`config.mk`:
```
export PLATFORM = sky130hd
export DESIGN_NAME = halfwave_pwm
export DESIGN_NICKNAME = d
export VERILOG_FILES = /design/src/rtl/halfwave_pwm.sv
export SDC_FILE = /design/constraint.sdc
export NUM_CORES = 1
export LEC_CHECK = 0
export CAP_MARGIN = 25
export CORE_MARGIN = 1
export CORE_UTILIZATION = 55
export CTS_CLUSTER_DIAMETER = 60
export CTS_CLUSTER_SIZE = 14
export DETAILED_ROUTE_END_ITERATION = 8
export PLACE_DENSITY = 0.85
export SLEW_MARGIN = 20
export SYNTH_ARGS = -nofsm -noshare
export SYNTH_HDL_FRONTEND = slang
export SYNTH_SLANG_ARGS = --single-unit
export TNS_END_PERCENT = 10
```
`constraint.sdc`:
```
create_clock -name clk -period 2 [get_ports clk]
set_clock_uncertainty 0.1 [all_clocks]
set_input_delay 0.2 -clock clk [delete_from_list [all_inputs] [get_ports clk]]
set_output_delay 0.2 -clock clk [all_outputs]
set_load 0.05 [all_outputs]
```
`src/rtl/halfwave_pwm.sv`:
```
// Two-pin PWM output stage for a split positive/negative half-wave sample stream.
// Paces the generator with sample_req, double-buffers each sample and adds dead time on polarity changes.
module halfwave_pwm #(
    parameter int PWM_BITS    = 8,
    parameter int SAMPLE_DIV  = 4,
    parameter int DEAD_CYCLES = 2
) (
    input  logic                clk,
    input  logic                reset,
    input  logic                enable,
    input  logic [PWM_BITS-1:0] pos_in,
    input  logic [PWM_BITS-1:0] neg_in,
    output logic                sample_req,
    output logic                pwm_pos,
    output logic                pwm_neg,
    output logic                period_start,
    output logic                fault
);

    localparam int DIV_W = (SAMPLE_DIV > 1) ? $clog2(SAMPLE_DIV) : 1;
    localparam logic [PWM_BITS-1:0] CTR_LAST = '1;
    localparam logic [PWM_BITS-1:0] REQ_AT   = CTR_LAST - PWM_BITS'(3);
    localparam logic [PWM_BITS-1:0] CAP_AT   = CTR_LAST - PWM_BITS'(1);
    localparam logic [PWM_BITS-1:0] DEAD     = PWM_BITS'(DEAD_CYCLES);
    localparam logic [DIV_W-1:0]    DIV_LAST = DIV_W'(SAMPLE_DIV - 1);

    typedef enum logic { OFF, RUN } state_t;
    typedef enum logic [1:0] { POL_ZERO, POL_POS, POL_NEG } pol_t;

    state_t              state;
    logic [PWM_BITS-1:0] pwm_ctr;
    logic [DIV_W-1:0]    div_ctr;
    pol_t                act_pol;
    pol_t                shd_pol;
    pol_t                last_pol;
    logic [PWM_BITS-1:0] act_duty;
    logic [PWM_BITS-1:0] shd_duty;
    logic                guard;

    pol_t                in_pol;
    logic [PWM_BITS-1:0] in_duty;
    logic                in_fault;
    logic [PWM_BITS-1:0] ctr_next;
    logic                wrap;
    logic                fetch_period;
    logic                drive_on;
    logic                new_guard;

    // A sample with both halves nonzero is illegal and decodes to silence.
    always_comb begin
        in_pol   = POL_ZERO;
        in_duty  = '0;
        in_fault = 1'b0;
        if (pos_in != '0 && neg_in == '0) begin
            in_pol  = POL_POS;
            in_duty = pos_in;
        end else if (neg_in != '0 && pos_in == '0) begin
            in_pol  = POL_NEG;
            in_duty = neg_in;
        end else if (pos_in != '0 && neg_in != '0) begin
            in_fault = 1'b1;
        end
    end

    assign ctr_next     = pwm_ctr + 1'b1;
    assign wrap         = (pwm_ctr == CTR_LAST);
    assign fetch_period = (div_ctr == DIV_LAST);
    assign drive_on     = (pwm_ctr < act_duty) && !(guard && (pwm_ctr < DEAD));
    assign new_guard    = (shd_pol != POL_ZERO) && (shd_pol != last_pol);

    // Outputs are computed from the current counter and registered, so pins lag the counter by one cycle.
    always_ff @(posedge clk or negedge reset) begin
        if (!reset) begin
            state        <= OFF;
            pwm_ctr      <= '0;
            div_ctr      <= '0;
            act_pol      <= POL_ZERO;
            shd_pol      <= POL_ZERO;
            last_pol     <= POL_ZERO;
            act_duty     <= '0;
            shd_duty     <= '0;
            guard        <= 1'b0;
            sample_req   <= 1'b0;
            pwm_pos      <= 1'b0;
            pwm_neg      <= 1'b0;
            period_start <= 1'b0;
            fault        <= 1'b0;
        end else if (state == OFF || !enable) begin
            pwm_ctr      <= '0;
            act_pol      <= POL_ZERO;
            shd_pol      <= POL_ZERO;
            last_pol     <= POL_ZERO;
            act_duty     <= '0;
            shd_duty     <= '0;
            guard        <= 1'b0;
            sample_req   <= 1'b0;
            pwm_pos      <= 1'b0;
            pwm_neg      <= 1'b0;
            if (state == OFF && enable) begin
                state        <= RUN;
                div_ctr      <= DIV_LAST;
                period_start <= 1'b1;
            end else begin
                state        <= OFF;
                div_ctr      <= '0;
                period_start <= 1'b0;
            end
        end else begin
            pwm_ctr      <= ctr_next;
            period_start <= wrap;
            sample_req   <= fetch_period && (ctr_next == REQ_AT);
            pwm_pos      <= (act_pol == POL_POS) && drive_on;
            pwm_neg      <= (act_pol == POL_NEG) && drive_on;

            if (fetch_period && pwm_ctr == CAP_AT) begin
                shd_pol  <= in_pol;
                shd_duty <= in_duty;
                if (in_fault) begin
                    fault <= 1'b1;
                end
            end

            // Loads happen only at the wrap ending a fetch period; other wraps just drop the guard.
            if (wrap) begin
                div_ctr <= fetch_period ? '0 : div_ctr + 1'b1;
                if (fetch_period) begin
                    act_pol  <= shd_pol;
                    act_duty <= shd_duty;
                    guard    <= new_guard;
                    if (shd_pol != POL_ZERO) begin
                        last_pol <= shd_pol;
                    end
                end else begin
                    guard <= 1'b0;
                end
            end
        end
    end

endmodule

```
==> results by stage <==
Finish:
- Of the cells placed in the final design, the portion with a size suffix greater than 1 is a little over an eighth.
- In the final layout, flip-flops and latches occupy just under 1000 um^2.
- Compared with the post-synthesis result, the final layout area differs by 19.41%.
- The multi-input combinational cells in the finished layout cover a total of 962.2 um^2.
- Cells fill between 70% and 80% of the core in the end.
- The number of standard cells in the layout, taps in and fillers out is 260.
- After filler insertion, the fill cell instance count of the layout stands at 247.
- In the final design database the tool counted 243 nets.
- The antenna diode count is 0.

Critical path:
- The worst register-to-register path has a setup slack of 0.16 ns.
- In this run the worst setup path begins at pwm_ctr[2].
- The end of the worst register-to-register path is div_ctr[0].
- The arrival time of the worst setup path is just under 2 ns.
- The critical path endpoint is div_ctr[0].
- In this run the critical register-to-register path is launched from pwm_ctr[2].
- STA classifies the critical path startpoint as a register.
- The endpoint required time on the critical path is between 2 and 2.5 ns.
- The start-to-end type of the worst setup path is reg2reg.
- The worst setup path is captured at a register.
- For the worst flop-to-flop path, the logic depth is 4.
- The critical-path maximum fanout is 11.

Routing:
- The number of vias in the routed layout is 1536.
- The wire length per cell is 14.85 um.
- The per-cell via count in the routed design is 5.908.
- Routed signal wires occupy layers up through met4.
- The number of detailed-route iterations in the first pass is 4.
- The detailed router's first-iteration violation count is 59.
- The count of nets left with antenna violations once routing finished came out at 0.
- The met1 routed wirelength after detailed routing is between 1500 and 2000 um.
- The met2 wire length is 2030 um.
- The met3 wire length is 210 um.
- The residual DRC count is 0.
- Summed over all layers, the routed wires come to 3860 um.

Place:
- The count of buffers inserted at the top-level ports is 23.
- Including well taps, the total number of placed cells is 251.
- After legalization and detailed placement, the total HPWL measured 2966 um.
- Routability-driven placement finished with a final weighted congestion of about 0.82.

CTS:
- The number of clock buffers inserted by TritonCTS is 5.
- In this run the post-CTS setup repair buffer count came out at 0.
- TritonCTS built the clock tree.
- No sink is reached through more buffers than the 2 on the longest clock path.
- Counting every sink on the clock net gives 39.
- The total number of H-tree levels is 2.
- The clock-pin slew on the worst setup and hold paths is 0.07 ns.
- The clock network latency to the later pin of the worst-skew pair is 0.29 ns.
- Clock tree synthesis selected as its root buffer the cell clkbuf_8.

GRT:
- The global-route congestion overflow total is 0.
- The number of global-route vias before repair is about 1500.
- The first global-routing pass estimated 6403 um of wire.
- Across every metal layer, demand over resource in global routing totals 21.30%.
- The maximum number of pins on one net before global-route repair is 40.
- The initial antenna violation count is 0.

Power and ir drop:
- IR analysis of the VDD net gives a maximum drop of 0.0004526 V.
- Sequential cells account for around 54% of the total power.
- In this run, the clock network consumes 38.7% of the power.
- The switching power total is 316.2 uW.
- The ratio of total power to cell area is 609.0 nW/um^2.
- The leakage power of the design is 0.001035 uW.
- The combinational fraction of design power is 7.1%.
- Of the total power, the share spent switching nets is 21.41%.
- The internal power of the cells totals roughly 1200 uW.

STA:
- In the final timing run, aggregate negative setup slack is 0 ns.
- For the pin with the worst max-slew slack, the measured transition is 0.8218 ns.
- Setup violations remaining at the end of the flow were counted as 0.
- The count of final hold-check violations came to 0.
- The worst path needs 1.843 ns of the cycle, external delays included.
- Setup repair after global routing left no endpoint under its margin.
- The number of pins exceeding their max-slew limit in the final report is 0.
- The highest clock frequency the design can meet is 542.5 MHz.
- The relative slew slack is 45.21%.
- The portion of the clock cycle consumed by the worst path in the final layout is 92.17%.

Run:
- The reported max-cap violation count is 0.

Logic synthesis:
- The sequential-to-total area share from yosys stat is between 40% and 50%.
- dfrtp_1 takes more of the synthesized area than any other cell.
- The average footprint of a synthesized cell is 11.10 um^2.
- The synthesized design contains 0 enable-type register cells.
- Among all flip-flop cells after synthesis, the most frequent one is dfrtp_1.
- The post-synthesis register bit count is 39.
- After synthesis, the cell types taking the most area are dfrtp_1 (48%), ha_1 (6.8%), a22o_1 (4.7%).
- The synthesized netlist occupies a cell area of ~2000 um^2.
- The count of unique library cells instantiated by Yosys is 46.
- The commonest cells after synthesis are dfrtp_1 (39), nor2_1 (13), a22o_1 (11), ha_1 (11), inv_1 (11).
- The cell count after synthesis is 183.
- The async set-reset flop share out of synthesis is 100.0%.
- Of the post-synthesis cell area, the dominant cell type holds 48.06%.
- For this run, the number of Yosys warnings is 0.
- When the netlist entered floorplanning its net count stood at 213.
- The most frequently used cell type in the post-synthesis netlist is dfrtp_1.

Min path:
- The path class of the tightest hold or removal check is reg2reg.

Floorplanning:
- The number of I/O pins is 24.
- The core area is around 3400 um^2.
- The floorplan has 21 rows.
- The area enclosed by the die boundary is approximately 4000 um^2.
- For this configuration, the core starts out at a cell density of about three fifths.
- In this run the vertical extent of the chip is between 60 and 70 um.
- The floorplan step set the die width to about 63 um.

Run status:
- The run finished with clean final reports.
## area by class of cell
cell class,instances,area share (%)
multi-input cells,125,39.68
inverters,11,1.703
clock buffers,8,4.128
repair buffers,31,11.87
well taps,46,2.374
flip-flops and latches,39,40.25
## critical path: stages, from the launching register on
cell and delay, ns:
dfrtp_1 0.49, nand3_2 0.30, or3_1 0.54, mux2i_1 0.15, a21boi_1 0.17
## cells by family after synthesis
kind of cell,after synthesis,share of synthesized area (%)
simple gates,55,17.87
compound gates,53,19.90
flops,39,48.06
buf+inv,19,4.682
fa+ha+maj,11,6.777
xor+xnor,4,1.726
mux,2,0.9859
## power by group through the flow
stage          clock, uW  combinational, uW  sequential, uW
2_1_floorplan          0               29.3             820
3_3_place_gp           0                100             814
3_5_place_dp           0                104             816
4_1_cts              576                106             801
5_1_grt              617                116             801
6_report             571                105             801
## sequential cells by signal, summed over array words and instances (netlist names)
name,cells
pwm_neg,1
pwm_pos,1
act_pol,2
div_ctr,2
act_duty,8
pwm_ctr,8
fault,1
last_pol,2
guard,1
state,1
period_start,1
shd_duty,8
sample_req,1
shd_pol,2
## layout by cell type (no fill, tap or decap), types with 7 or more instances in the layout
| cell type | n |
|---|---|
| nand2_1 | 8 |
| clkdlybuf4s50_1 | 22 |
| o2bb2ai_1 | 8 |
| buf_4 | 7 |
| a22o_1 | 11 |
| dfrtp_1 | 39 |
| a21oi_1 | 8 |
| clkbuf_8 | 7 |
| inv_1 | 11 |
| nor2_1 | 12 |
| a22oi_1 | 8 |
| ha_1 | 11 |
## stage by stage
step	hold WS, ns	area (um^2)	power (uW)	worst slack, ns
floorplan	-0.1956	2031	849.2	0.2159
global placement	0.2265	2312	914.2	0.1435
detailed placement	0.2312	2312	919.8	0.1076
CTS	0.3957	2422	1483	0.1179
global route	0.4110	2425	1534	0.06170
finish	0.3908	2425	1477	0.1567
## repair_timing
| action | CTS | global route |
|---|---|---|
| hold endpoints to repair | 39 | 0 |
| gates resized for setup | 0 | 1 |
| endpoints found under the setup margin | 0 | 5 |
| hold buffers | 1 | 0 |
## worst min path at each step
stage | start | cells after the start | slack (ns) | endpoint
finish | shd_duty[5] | 1 | 0.39 | shd_duty[5]
CTS | shd_duty[5] | 1 | 0.40 | shd_duty[5]
global route | shd_duty[5] | 1 | 0.41 | shd_duty[5]
floorplan | reset | 0 | -0.20 | act_duty[0]
global placement | reset | 1 | 0.23 | pwm_ctr[2]
detailed placement | reset | 1 | 0.23 | sample_req
## layer usage
layer  vias to the layer above  track usage, %
met1                       739           23.71
met3                         5           5.474
li1                        736               -
met5                         -               0
met4                         0           6.977
met2                        56           39.13
No activity file was read; power rests on OpenSTA's default activity.
